[config.mk]
export PLATFORM = sky130hd
export DESIGN_NAME = muldiv_unit
export DESIGN_NICKNAME = d
export VERILOG_FILES = /design/src/rtl/muldiv_unit.sv
export SDC_FILE = /design/constraint.sdc
export NUM_CORES = 1
export LEC_CHECK = 0
export BUFFER_PORTS_ARGS = -buffer_cell sky130_fd_sc_hd__buf_2
export CORE_MARGIN = 2
export CORE_UTILIZATION = 55
export DETAILED_ROUTE_END_ITERATION = 10
export PLACE_DENSITY_LB_ADDON = 0.3
export RECOVER_POWER = 100
export SLEW_MARGIN = 20
export SYNTH_ARGS = -nofsm -noshare
export SYNTH_HDL_FRONTEND = slang
export SYNTH_SLANG_ARGS = --single-unit
[constraint.sdc]
create_clock -name CLK -period 3.2 [get_ports CLK]
set_input_delay 0.16 -clock CLK [delete_from_list [all_inputs] [get_ports CLK]]
set_output_delay 0.16 -clock CLK [all_outputs]
set_load 0.01 [all_outputs]
[src/rtl/muldiv_unit.sv]
// Iterative multiply/divide unit owning HI/LO: radix-2 shift-add multiply,
// radix-2 restoring divide, magnitude datapath with a final sign-fix cycle.
module muldiv_unit #(
    parameter int WIDTH = 32,
    parameter int CNT_W = 6
) (
    input  logic             CLK,
    input  logic             RST,
    input  logic             Start,
    input  logic [1:0]       Op,
    input  logic [WIDTH-1:0] A,
    input  logic [WIDTH-1:0] B,
    input  logic             MtHi,
    input  logic             MtLo,
    input  logic [WIDTH-1:0] Wdata,
    output logic [WIDTH-1:0] HI,
    output logic [WIDTH-1:0] LO,
    output logic             Busy,
    output logic             Done
);
    typedef enum logic [1:0] {IDLE, RUN, FIX} state_t;

    state_t               state;
    logic                 div_q;
    logic [WIDTH-1:0]     b_q;
    logic [WIDTH-1:0]     a_raw;
    logic [2*WIDTH-1:0]   acc;
    logic [CNT_W-1:0]     cnt;
    logic                 neg_res;
    logic                 neg_rem;
    logic                 bzero_q;

    logic                 is_signed;
    logic [WIDTH-1:0]     a_mag, b_mag;
    logic [WIDTH:0]       mul_sum;
    logic [2*WIDTH-1:0]   mul_next;
    logic [WIDTH:0]       rem_sh, diff;
    logic [2*WIDTH-1:0]   div_next;
    logic [2*WIDTH-1:0]   prod_fix;
    logic [WIDTH-1:0]     quot_fix, rem_fix;

    always_comb begin
        is_signed = ~Op[0];
        a_mag     = (is_signed && A[WIDTH-1]) ? -A : A;
        b_mag     = (is_signed && B[WIDTH-1]) ? -B : B;

        // Multiply step: conditional add into the upper half, then shift right with carry.
        mul_sum  = {1'b0, acc[2*WIDTH-1:WIDTH]} + {1'b0, b_q};
        mul_next = acc[0] ? {mul_sum, acc[WIDTH-1:1]} : {1'b0, acc[2*WIDTH-1:1]};

        // Divide step: the bit shifted out of rem is kept so the trial subtract is exact.
        rem_sh   = acc[2*WIDTH-1:WIDTH-1];
        diff     = rem_sh - {1'b0, b_q};
        div_next = diff[WIDTH] ? {acc[2*WIDTH-2:0], 1'b0}
                               : {diff[WIDTH-1:0], acc[WIDTH-2:0], 1'b1};

        prod_fix = neg_res ? -acc : acc;
        quot_fix = neg_res ? -acc[WIDTH-1:0] : acc[WIDTH-1:0];
        rem_fix  = neg_rem ? -acc[2*WIDTH-1:WIDTH] : acc[2*WIDTH-1:WIDTH];
    end

    always_ff @(posedge CLK or negedge RST) begin
        if (!RST) begin
            state   <= IDLE;
            div_q   <= 1'b0;
            b_q     <= '0;
            a_raw   <= '0;
            acc     <= '0;
            cnt     <= '0;
            neg_res <= 1'b0;
            neg_rem <= 1'b0;
            bzero_q <= 1'b0;
            HI      <= '0;
            LO      <= '0;
            Busy    <= 1'b0;
            Done    <= 1'b0;
        end else begin
            Done <= 1'b0;
            case (state)
                IDLE: begin
                    if (Start) begin
                        div_q   <= Op[1];
                        b_q     <= b_mag;
                        a_raw   <= A;
                        acc     <= {{WIDTH{1'b0}}, a_mag};
                        cnt     <= CNT_W'(WIDTH);
                        neg_res <= is_signed & (A[WIDTH-1] ^ B[WIDTH-1]);
                        neg_rem <= is_signed & A[WIDTH-1];
                        bzero_q <= (B == '0);
                        Busy    <= 1'b1;
                        state   <= RUN;
                    end else begin
                        if (MtHi) HI <= Wdata;
                        if (MtLo) LO <= Wdata;
                    end
                end
                RUN: begin
                    acc <= div_q ? div_next : mul_next;
                    cnt <= cnt - 1'b1;
                    if (cnt == CNT_W'(1)) state <= FIX;
                end
                FIX: begin
                    if (!div_q) begin
                        HI <= prod_fix[2*WIDTH-1:WIDTH];
                        LO <= prod_fix[WIDTH-1:0];
                    end else if (bzero_q) begin
                        // Divide by zero is untrapped: dividend to HI, all-ones quotient.
                        HI <= a_raw;
                        LO <= '1;
                    end else begin
                        HI <= rem_fix;
                        LO <= quot_fix;
                    end
                    Busy  <= 1'b0;
                    Done  <= 1'b1;
                    state <= IDLE;
                end
                default: state <= IDLE;
            endcase
        end
    end
endmodule

==> results.ini <==
[grt]
grt_overflow=0
grt_pass1_wl_um=99200
grt_max_degree=76
antenna_found_initial=1
grt_pass1_vias=17400
track_usage=0.384

[synth]
synthTopCellsByArea=dfrtp_1 30%, nand2_1 8.0%, o21ai_0 7.4%, xnor2_1 5.6%, ha_1 5.1%
synth_top_cell_area_share=0.303
synth_largest_area_cell=dfrtp_1
ys.warnings.count=0
synth_ff_type=dfrtp_1
yosysSeqAreaShare=0.303
synthArstFlopShare=1.00
netlist_instances=2167
synth.distinct_cells=85
synth-seq-cells=206
synth.net_count=2342
syn_area_per_cell_um2=7.85
synth_edf_count=0
syn_area_um2=17000

[clock_network]
cts_root_buf=clkbuf_16
clk-insertion-delay-late_ps=560
cts.path.max_buffers=3
clock_sinks=206
cts_max_level=1
cts_buffers=26
cts_tree=yes
clk_pin_slew_ps=60

[timing]
tightest_slew_ps=2110
setup_slack_ps=-23.5
setup-violations-final=1
whs_ps=25.8
finClkSkew_ps=17.1
rsz0062_at_grt=true
finalHoldViolCount=0
maxSlewHeadroom=-0.408
max_freq_ghz=0.310
period_share=1.01
period_needed_ps=3220
maxSlewViolCount=139

[detailed_routing]
ant_nets=0
wl_um=65300
viasPerCell=6.35
routedWlPerCell_um=22.2
firstDrtPassIters=8
drtIter0Drc=2192
vias=18700
drc=0

[critical_path]
setup.worst_path.end_class=flop
crit_required_ps=3690
critPathArrivalTime_ps=3710
path_class=reg2reg
slowest_stage=or4_4
cpMostUsedCell=buf_4
max_stage_delay_ps=470
cp_max_fo=4
cp-start-kind=flop
worst-path-buf-inv=3
cp_top_family=compound AO/OA/AOI/OAI gates
worstPathCellList=ha_2 > inv_1 > fa_2 > nor2b_2 > o211ai_1 > buf_4 > a211oi_2 > buf_4 > or3_4 > nand2_1 > o2111a_2 > or4_4 > a31oi_1 > a211o_1

[floorplanning]
die_h_um=180
fp-row-count=64
design.die.area_um2=32400
start_util=0.558
die_w_um=180
io_pins=169
coreArea_um2=30500

[cells_and_area]
antenna_cells=0
finalNetCount=2704
fill_cells=2456
final_util=0.714
synthToLayoutAreaGrowth_pct=28.0
final_cells=2945
drive_gt1_frac=0.189

[min_path]
hold_class=in2reg

[placed_design]
hpwl_um=47000
portBuffers=168
gp_congestion=0.991
place_inst=2788

[run_status]
failed_checks=max-capacitance violations, max-slew violations, negative setup slack
status=complete, but fails checks

[pwr]
ir_drop_v=0.000822
fin_total_pwr_mw=27.1
leakagePower_nw=9.52
p_per_area_nw_per_um2=1240

[job]
maxCapViolCount=3

-- cells in the final DEF, fill, tap and decap left out, types with 16 or more instances in the layout --
master	Yosys	final
nand2_1	363	363
o21ai_0	253	242
buf_4	2	208
dfrtp_1	206	202
nor2_1	128	124
a21oi_1	119	117
xnor2_1	108	108
buf_2	13	101
dlygate4sd3_1	0	94
xor2_1	86	86
clkbuf_1	124	72
inv_1	70	69
mux2i_1	71	69
ha_1	70	62
a21o_1	39	39
nand3_1	36	35
o211ai_1	30	30
o22ai_1	30	30
clkbuf_16	0	28
o31ai_1	28	27
a211oi_1	33	26
nor3_1	25	20
or4_1	23	18
or3_1	19	17
a31oi_1	20	16
-- Yosys cell counts (6+ instances only) --
cell / instances
o22ai_1: 30
a211oi_1: 33
ha_1: 70
o21ai_0: 253
o31ai_1: 28
a22oi_1: 6
a21o_1: 39
or4_1: 23
o211ai_1: 30
nor2_1: 128
o221ai_1: 15
and2_1: 7
dfrtp_1: 206
nor3_1: 25
o41ai_1: 18
nand2_1: 363
clkbuf_1: 124
mux2i_1: 71
nor2b_1: 15
buf_2: 13
nand3_1: 36
xor2_1: 86
nand2b_1: 16
o21a_1: 11
or3_1: 19
buf_1: 14
nor4_1: 14
a21oi_1: 119
nand4_1: 14
and4_1: 10
and3_1: 8
a31oi_1: 20
inv_1: 70
o21ai_1: 9
or2_2: 12
xnor2_1: 108
-- state kept, by name, summed over array words and instances (netlist names), 2 cells and up --
name	cells
b_q	32
HI	32
state	2
a_raw	32
acc	64
LO	32
cnt	6
-- metrics by stage --
stage / setup TNS, ps / instance area (um^2) / setup slack [ps]
final: -23.5 / 21800 / -23.5
after global placement: -1010 / 19400 / -207
after floorplan: 0 / 17000 / 45.9
after global routing: -690 / 21800 / -104
after detailed placement: -1650 / 19400 / -196
after CTS: 0 / 21400 / 1.54
-- path summary, 6_finish.rpt --
kind,from,endpoint,slack (ps),depth (start not counted)
worst min register to register,a_raw[3]$_DFFE_PN0P_,a_raw[3]$_DFFE_PN0P_,480,2
min in group asynchronous,RST,LO[15]$_DFFE_PN0P_,740,2
worst max register to register,acc[32]$_DFFE_PN0P_,acc[59]$_DFFE_PN0P_,-20,14
max in group asynchronous,RST,a_raw[25]$_DFFE_PN0P_,600,3
worst min-delay path,B[6],b_q[6]$_DFFE_PN0P_,30,3
worst max-delay path,acc[32]$_DFFE_PN0P_,acc[59]$_DFFE_PN0P_,-20,14
-- worst register-to-register path, cell delays in order (launching register included) --
cell      delay, ps
dfrtp_1         440
ha_2            220
inv_1            60
fa_2            370
nor2b_2         160
o211ai_1        110
buf_4           160
a211oi_2        180
buf_4           160
or3_4           150
nand2_1          70
o2111a_2        300
or4_4           470
a31oi_1         170
a211o_1         130
-- cell families after synthesis --
family | Yosys count | synth area share
DFF | 206 | 0.303
adders and majority gates | 72 | 0.0538
xor gates and xnor gates | 194 | 0.0999
buffers and inverters | 226 | 0.0521
AOI/OAI and AO/OA | 682 | 0.253
and+or+nand+nor | 713 | 0.194
muxes | 74 | 0.0437
-- power by group --
group	switching, mW	leakage, nW	internal, mW
sequential	1.28	2.52	3.87
clock	1.29	0.451	1.91
combinational	10.7	6.55	8.06
-- metal layers --
| layer | vias to the layer above | global-route usage | wire [um] |
|---|---|---|---|
| met3 | 160 | 0.0906 | 7500 |
| met5 | - | 0 | 14 |
| met2 | 1066 | 0.577 | 28000 |
| li1 | 8524 | - | - |
| met4 | 2 | 0.109 | 2370 |
| met1 | 8957 | 0.553 | 27400 |
-- what timing repair did --
item                                    CTS  global route
endpoints found under the setup margin   31            43
cloned                                    0             2
hold endpoints to repair                189             0
pin swaps                                 7            33
buffers inserted                          3            13
hold buffers                             94             0
gates resized for setup                  20            88
-- layout make-up --
cell class	instances	area (um^2)	area share
clock inverters	16	208	0.00953
clock buffers	32	713	0.0327
inverters	71	269	0.0123
repair buffers	489	3480	0.160
multi-input cells	1735	11500	0.526
flip-flops and latches	206	5160	0.237
well taps	396	495	0.0227
No activity file was read; power rests on OpenSTA's default activity.
